<file path="config.mk">
export PLATFORM = sky130hd
export DESIGN_NAME = receiver_spi_deframer
export DESIGN_NICKNAME = d
export VERILOG_FILES = /design/src/rtl/receiver_spi_deframer.sv
export SDC_FILE = /design/constraint.sdc
export NUM_CORES = 1
export LEC_CHECK = 0
export ABC_AREA = 1
export BUFFER_PORTS_ARGS = -buffer_cell sky130_fd_sc_hd__buf_2
export CAP_MARGIN = 20
export CELL_PAD_IN_SITES_DETAIL_PLACEMENT = 0
export CELL_PAD_IN_SITES_GLOBAL_PLACEMENT = 2
export CORE_UTILIZATION = 35
export DETAILED_ROUTE_END_ITERATION = 8
export MAX_ROUTING_LAYER = met4
export PLACE_DENSITY = 0.81
export SYNTH_ARGS = -nofsm -noshare
export SYNTH_HDL_FRONTEND = slang
export SYNTH_SLANG_ARGS = --single-unit
</file>
<file path="constraint.sdc">
create_clock -name clk_system -period 2.65 [get_ports clk_system]
set_input_delay 0.53 -clock clk_system [delete_from_list [all_inputs] [get_ports clk_system]]
set_output_delay 0.53 -clock clk_system [all_outputs]
set_load 0.05 [all_outputs]
</file>
<file path="src/rtl/receiver_spi_deframer.sv">
// SPI byte-stream deframer: rebuilds 4 x 11-bit channels from 8-byte frames, with gap and link timeouts.
// Optional build macro RECEIVER_SPI_DEFRAMER_ERR_CNT_EN adds a saturating frame-error counter output.
//
// state    | meaning
// S_HIGH   | expecting a channel high byte
// S_LOW    | expecting a channel low byte
// S_COMMIT | one cycle, chan_data holds the new frame, frame_valid high
// S_DROP   | one cycle, partial frame discarded, frame_error high
module receiver_spi_deframer #(
  parameter int GAP_TIMEOUT  = 4096,
  parameter int GAP_W        = 12,
  parameter int LINK_TIMEOUT = 1000000,
  parameter int LINK_W       = 20
) (
  input  logic        clk_system,
  input  logic        reset,
  input  logic [7:0]  spi_rx_data,
  input  logic        spi_rx_valid,
  output logic [43:0] chan_data,
  output logic        frame_valid,
  output logic        frame_error,
`ifdef RECEIVER_SPI_DEFRAMER_ERR_CNT_EN
  output logic [7:0]  err_count,
`endif
  output logic        link_ok
);

  typedef enum logic [1:0] {S_HIGH, S_LOW, S_COMMIT, S_DROP} state_t;

  state_t            state, state_nxt;
  logic [1:0]        chan_idx, chan_idx_nxt;
  logic [10:0]       shadow0, shadow1, shadow2;
  logic [2:0]        shadow3_hi;
  logic [GAP_W-1:0]  gap_cnt;
  logic [LINK_W-1:0] link_cnt, link_cnt_inc;
  logic              mid_frame, gap_expire, hi_store, lo_store, commit_load;

  always_comb begin
    state_nxt    = state;
    chan_idx_nxt = chan_idx;
    hi_store     = 1'b0;
    lo_store     = 1'b0;
    commit_load  = 1'b0;
    mid_frame    = (state == S_LOW) || ((state == S_HIGH) && (chan_idx != 2'd0));
    // Fires on the cycle the counter would step onto GAP_TIMEOUT-1.
    gap_expire   = mid_frame && !spi_rx_valid && (gap_cnt == GAP_W'(GAP_TIMEOUT - 2));
    case (state)
      S_HIGH, S_COMMIT, S_DROP: begin
        state_nxt = S_HIGH;
        if (spi_rx_valid) begin
          if (spi_rx_data[7:3] != 5'd0) begin
            state_nxt    = S_DROP;
            chan_idx_nxt = 2'd0;
          end else begin
            hi_store  = 1'b1;
            state_nxt = S_LOW;
          end
        end else if (gap_expire) begin
          state_nxt    = S_DROP;
          chan_idx_nxt = 2'd0;
        end
      end
      S_LOW: begin
        if (spi_rx_valid) begin
          lo_store = 1'b1;
          if (chan_idx == 2'd3) begin
            commit_load  = 1'b1;
            state_nxt    = S_COMMIT;
            chan_idx_nxt = 2'd0;
          end else begin
            chan_idx_nxt = chan_idx + 2'd1;
            state_nxt    = S_HIGH;
          end
        end else if (gap_expire) begin
          state_nxt    = S_DROP;
          chan_idx_nxt = 2'd0;
        end
      end
      default: state_nxt = S_HIGH;
    endcase
  end

  assign link_cnt_inc = (link_cnt == LINK_W'(LINK_TIMEOUT - 1)) ? link_cnt
                                                                 : link_cnt + LINK_W'(1);

  always_ff @(posedge clk_system) begin
    if (reset) begin
      state      <= S_HIGH;
      chan_idx   <= 2'd0;
      shadow0    <= '0;
      shadow1    <= '0;
      shadow2    <= '0;
      shadow3_hi <= '0;
      chan_data  <= '0;
      gap_cnt    <= '0;
      link_cnt   <= '0;
      link_ok    <= 1'b0;
    end else begin
      state    <= state_nxt;
      chan_idx <= chan_idx_nxt;
      if (hi_store) begin
        case (chan_idx)
          2'd0:    shadow0[10:8] <= spi_rx_data[2:0];
          2'd1:    shadow1[10:8] <= spi_rx_data[2:0];
          2'd2:    shadow2[10:8] <= spi_rx_data[2:0];
          default: shadow3_hi    <= spi_rx_data[2:0];
        endcase
      end
      if (lo_store) begin
        case (chan_idx)
          2'd0:    shadow0[7:0] <= spi_rx_data;
          2'd1:    shadow1[7:0] <= spi_rx_data;
          2'd2:    shadow2[7:0] <= spi_rx_data;
          default: ;
        endcase
      end
      // ch3 low byte is taken straight off the bus so chan_data is valid during S_COMMIT.
      if (commit_load)
        chan_data <= {shadow3_hi, spi_rx_data, shadow2, shadow1, shadow0};
      if (spi_rx_valid || !mid_frame) gap_cnt <= '0;
      else                            gap_cnt <= gap_cnt + GAP_W'(1);
      if (state == S_COMMIT) begin
        link_cnt <= '0;
        link_ok  <= 1'b1;
      end else begin
        link_cnt <= link_cnt_inc;
        if (link_cnt_inc == LINK_W'(LINK_TIMEOUT - 1)) link_ok <= 1'b0;
      end
    end
  end

  assign frame_valid = (state == S_COMMIT);
  assign frame_error = (state == S_DROP);

`ifdef RECEIVER_SPI_DEFRAMER_ERR_CNT_EN
  always_ff @(posedge clk_system) begin
    if (reset)                                err_count <= 8'h00;
    else if (frame_error && err_count != 8'hFF) err_count <= err_count + 8'h01;
  end
`endif

endmodule

</file>
* Word-level counts from Yosys, hierarchy flattened
Index checks and enable logic that the tools add are counted.
Storage, ports and cells: output and inout port bits 47, ROM bits 0, RAM bits 0, memories kept 0, word-level logic and storage cells 75, register bits 117, input port bits 11, latch bits 0
Operators by class: bitwise logic cells 1, muxes and demuxes 24, magnitude comparators 0, reductions and logical operators 23, eq/ne operators 11, div/mod/pow operators 0, shifts and indexed selects 0, $mul 0, $add $sub $neg 3
Operator list (count):
- 20-bit equality test (second input constant) | 2
- 2-bit 2-to-1 mux | 11
- 20-bit by 1-bit adder with 20-bit output (second input constant) | 1
- 20-bit 2-to-1 mux | 1
- 2-bit AND reduction | 7
- 12-bit by 1-bit adder with 12-bit output (second input constant) | 1
- 12-bit equality test (second input constant) | 1
- 1-bit 2-to-1 mux | 10
- 2-bit equality test (second input constant) | 4
- 2-bit case mux with 2 select lines | 2
- 3-bit inequality test (second input constant) | 2
- 3-bit OR reduction | 2
- 5-bit nonzero test | 1
- 2-bit by 1-bit equality test with 1-bit output (second input constant) | 2
- 2-bit zero test | 2
- 2-bit nonzero test | 2
- 2-bit OR reduction | 2
- 1-bit logical AND | 3
- 2-bit by 1-bit adder with 2-bit output (second input constant) | 1
- 1-bit zero test | 2
- 1-bit logical OR | 2
- 1-bit inverter | 1

* Depth between registers and ports, before layout
word-level depth 8, depth in mapped cells 13, mapped depth without buffers 13

* Least setup slack after synthesis
No wires, ideal clock.
path kind flip-flop to flip-flop, start register state[1], end register link_cnt[0], data required time 2.522 ns, path slack 0.927 ns, path buffers 1, arrival time 1.595 ns, setup time 0.128 ns, clock period less this slack 1.723 ns, stages on the path, launching flop included 7, path through dfxtp_1 inv_1 nor2_1 nor2_1 inv_1 clkbuf_1 nor2_1
Between the ends: longest elaborated chain between the ends 2
Ends and longest elaborated chain:
- from (decl) | RTL line 30 | state_t state, state_nxt;
- from (signal assigned) | RTL line 99 | state <= state_nxt;
- 2-bit equality test
- net frame_valid | RTL line 20 | output logic frame_valid,
- 2-bit OR reduction (no source line)
- to (signal assigned) | RTL line 126 | link_cnt <= link_cnt_inc;
- to (decl) | RTL line 35 | logic [LINK_W-1:0] link_cnt, link_cnt_inc;
The timed path passes the listed nets, and every way through them passes these cells. A chain may end at the register's enable or synchronous reset.

* Final worst setup path
start register link_cnt[0], end register link_ok
Between the ends: longest elaborated chain between the ends 4, elaborated cells on any way between the ends 5, classes of those cells 1 x add/sub; 2 x eq/ne; 1 x mux; 1 x reduce/logical
Ends and longest elaborated chain:
- 20-bit by 1-bit adder with 20-bit output / 20-bit equality test (equally long branches) | RTL line 84, 83
- 20-bit 2-to-1 mux (*) | RTL line 83 | assign link_cnt_inc = (link_cnt == LINK_W'(LINK_TIMEOUT - 1)) ? link_cnt
- 20-bit equality test (*) | RTL line 127 | if (link_cnt_inc == LINK_W'(LINK_TIMEOUT - 1)) link_ok <= 1'b0;
- 2-bit nonzero test (no source line) (*)
- to (signal assigned) | RTL line 97 | link_ok <= 1'b0;
- to (signal assigned) | RTL line 124 | link_ok <= 1'b1;
- to (signal assigned) | RTL line 127
- to (decl) | RTL line 25 | output logic link_ok
Mark *: on every way between the ends. The rest lies on a longest branch, timed or not.

==> flow_summary.toml <==
[detailed_routing]
drtAntennaViolNets = 0
drc = 0
wl_um = 11900
dr.first_iter.drc_count = 189
wl_per_cell_um = 13.6
viasPerCell = 4.76
firstDrtPassIters = 4
vias = 4149

[die]
core-area_mm2 = 0.0133
die_area_mm2 = 0.0141
start_util = 0.360
dieHeight_um = 119
io_pins = 58
die_x_um = 119
rows = 42

[worst_setup_path]
worst-path-buf-inv = 1
end_kind = "flip-flop"
cp-start-kind = "flip-flop"
cp_max_fo = 8
path_class = "flip-flop to flip-flop"
crit_family = "simple AND/OR/NAND/NOR gates"
slowest_stage = "dfxtp_1"
cp.required_ps = 2940
crit_path_cell_trace = "ha_1 > nand3_2 > nor2_2 > nand3_2 > nand2_1 > nand2_1 > clkinv_1 > nand3_1 > nor2_1 > nand3_1 > nand2_1 > a21oi_2"
slowest_delay_ps = 400
cpMostUsedCell = "nand2_1"
crit_arrival_ps = 2220

[placed_design]
port_buffers = 57
hpwlAfterDp_um = 8330
globalplace.congestion = 0.802
dp_slack_ps = 662
dp.cells = 840

[timing]
finalMaxSlewViolations = 0
clock_skew_ps = 10.4
slew_headroom = 0.529
worst_slew_pin_slew_ps = 706
setup_slack_ps = 725
rsz0062_at_grt = "false"
period_share = 0.726
max_freq_ghz = 0.519
finalSetupTns_ps = 0
fin_crit_ps = 1930
finalHoldViolCount = 0
setup_viol = 0

[finish]
fillers = 1387
multiInputGateArea_mm2 = 0.00207
mostFrequentLayoutCell = "dfxtp_1"
syn2layout_area_growth_pct = 22.0
final_cell_mix = "117 x dfxtp_1, 88 x a21oi_1, 83 x o21ai_0, 81 x nand2_1, 80 x nor2_1"
antennaDiodeCount = 0
fin_cells = 872
drive_gt1_frac = 0.172
final_nets = 702
register_area_mm2 = 0.00234

[grt]
overflow = 0
grt_pass1_vias = 3819
antenna_found_initial = 0
grt_pass1_wl_um = 19400
grt_max_degree = 65
gr-usage-all-layers = 0.183

[clock_tree]
clkTransAtPathRegs_ps = 50
insertion_delay_ps = 410
cts_resized = 0
cts-htree-levels = 4
cts.sinks = 117
cts_made_buffers = 17
post_cts_buffers = 0
cts_tree = "yes"
clockBufferDepth = 2
clockRootBuffer = "clkbuf_16"
cts_hold_buf = 0

[flow_run]
cap_violations = 0

[power_and_ir_drop]
leakage_nw = 2.29
cellPowerDensity_mw_per_mm2 = 716
max-vdd-ir-drop_mv = 0.423
power_mw = 4.18

[logic_synthesis]
ys_async_sr_fraction = 0
synth_edf_count = 0
ys_ff_latch = 117
yosysSeqAreaShare = 0.490
synth_area_mm2 = 0.00478
synthFlopType = "dfxtp_1"
netlist_instances = 625
ys_types = 34
avgSynthCellArea_um2 = 7.65
yosysWarnings = 0
synth.net_count = 644

[outcome]
outcome = "finished clean"

[hold_path]
hp-class = "input port to flip-flop"
==> synthesized netlist by cell type, types with 3 or more instances <==
library cell	number	area [um2]
inv_2	5	18.8
a21oi_1	88	440
nor3_1	5	25.0
xnor2_1	3	26.3
nand3_2	3	30.0
nand4_1	6	37.5
inv_1	65	244
nand2_1	81	304
nor2_4	4	45.0
ha_1	8	100
nor2_1	80	300
clkbuf_1	14	52.6
xor2_1	6	52.6
dfxtp_1	117	2340
o21ai_0	83	415
nand3_1	20	100
nor2_2	5	31.3
nand2_2	5	31.3
buf_2	7	35.0
==> through the flow <==
stage               hold slack, ps  instance area, um2   util
finish                         443                5830  0.439
global route                   446                5830  0.439
floorplan                      430                4780      -
global placement               435                5250  0.395
detailed placement             442                5250  0.395
CTS                            430                5830  0.439
==> logic make-up (layout without fill, tap and decap cells) <==
logic type      count (synthesis)  count (layout)  synth area share
compound gates                181             181             0.195
xor+xnor                        9               9            0.0165
fa+ha+maj                       8               8            0.0209
buf+inv                        94             165            0.0772
flops                         117             117             0.490
simple gates                  216             216             0.201
==> sequential cells by signal (all words and copies together) (netlist names) <==
name and count:
chan_data 44, link_cnt 20, gap_cnt 12, shadow0 11, shadow1 11, shadow2 11, shadow3_hi 3, chan_idx 2
state 2, link_ok 1
==> per-layer routing <==
metal	vias up	track usage	wire [um]
met3	15	0.0503	628
li1	2163	-	-
met4	0	0.0633	158
met2	76	0.273	5400
met1	1895	0.237	5700
met5	-	-	0
==> final cells by class <==
type | instances | share of cell area
Clock buffer | 21 | 0.0789
Clock inverter | 11 | 0.0217
Inverter | 71 | 0.0457
Multi-Input combinational cell | 414 | 0.355
Sequential cell | 117 | 0.401
Tap cell | 176 | 0.0377
Timing Repair Buffer | 62 | 0.0596
==> worst register-to-register path: stages (launching register included) <==
cell and delay [ps]:
dfxtp_1 400, ha_1 240, nand3_2 160, nor2_2 200
nand3_2 190, nand2_1 110, nand2_1 70, clkinv_1 50
nand3_1 60, nor2_1 120, nand3_1 90, nand2_1 80
a21oi_2 50
==> worst paths after layout <==
kind | from | to | slack [ps] | cells after the start
setup / recovery | link_cnt[0] | link_ok | 720 | 12
hold / removal | reset | link_ok | 440 | 2
setup reg to reg | link_cnt[0] | link_ok | 720 | 12
hold reg to reg | shadow1[3] | chan_data[14] | 450 | 2
==> report_power, final <==
group | total [mW] | internal [mW] | switching (mW) | leakage, nW
combinational | 0.141 | 0.0394 | 0.101 | 1.07
sequential | 1.79 | 1.78 | 0.0117 | 0.944
clock | 2.25 | 1.43 | 0.812 | 0.276
Power figures use the tool's default switching activity.
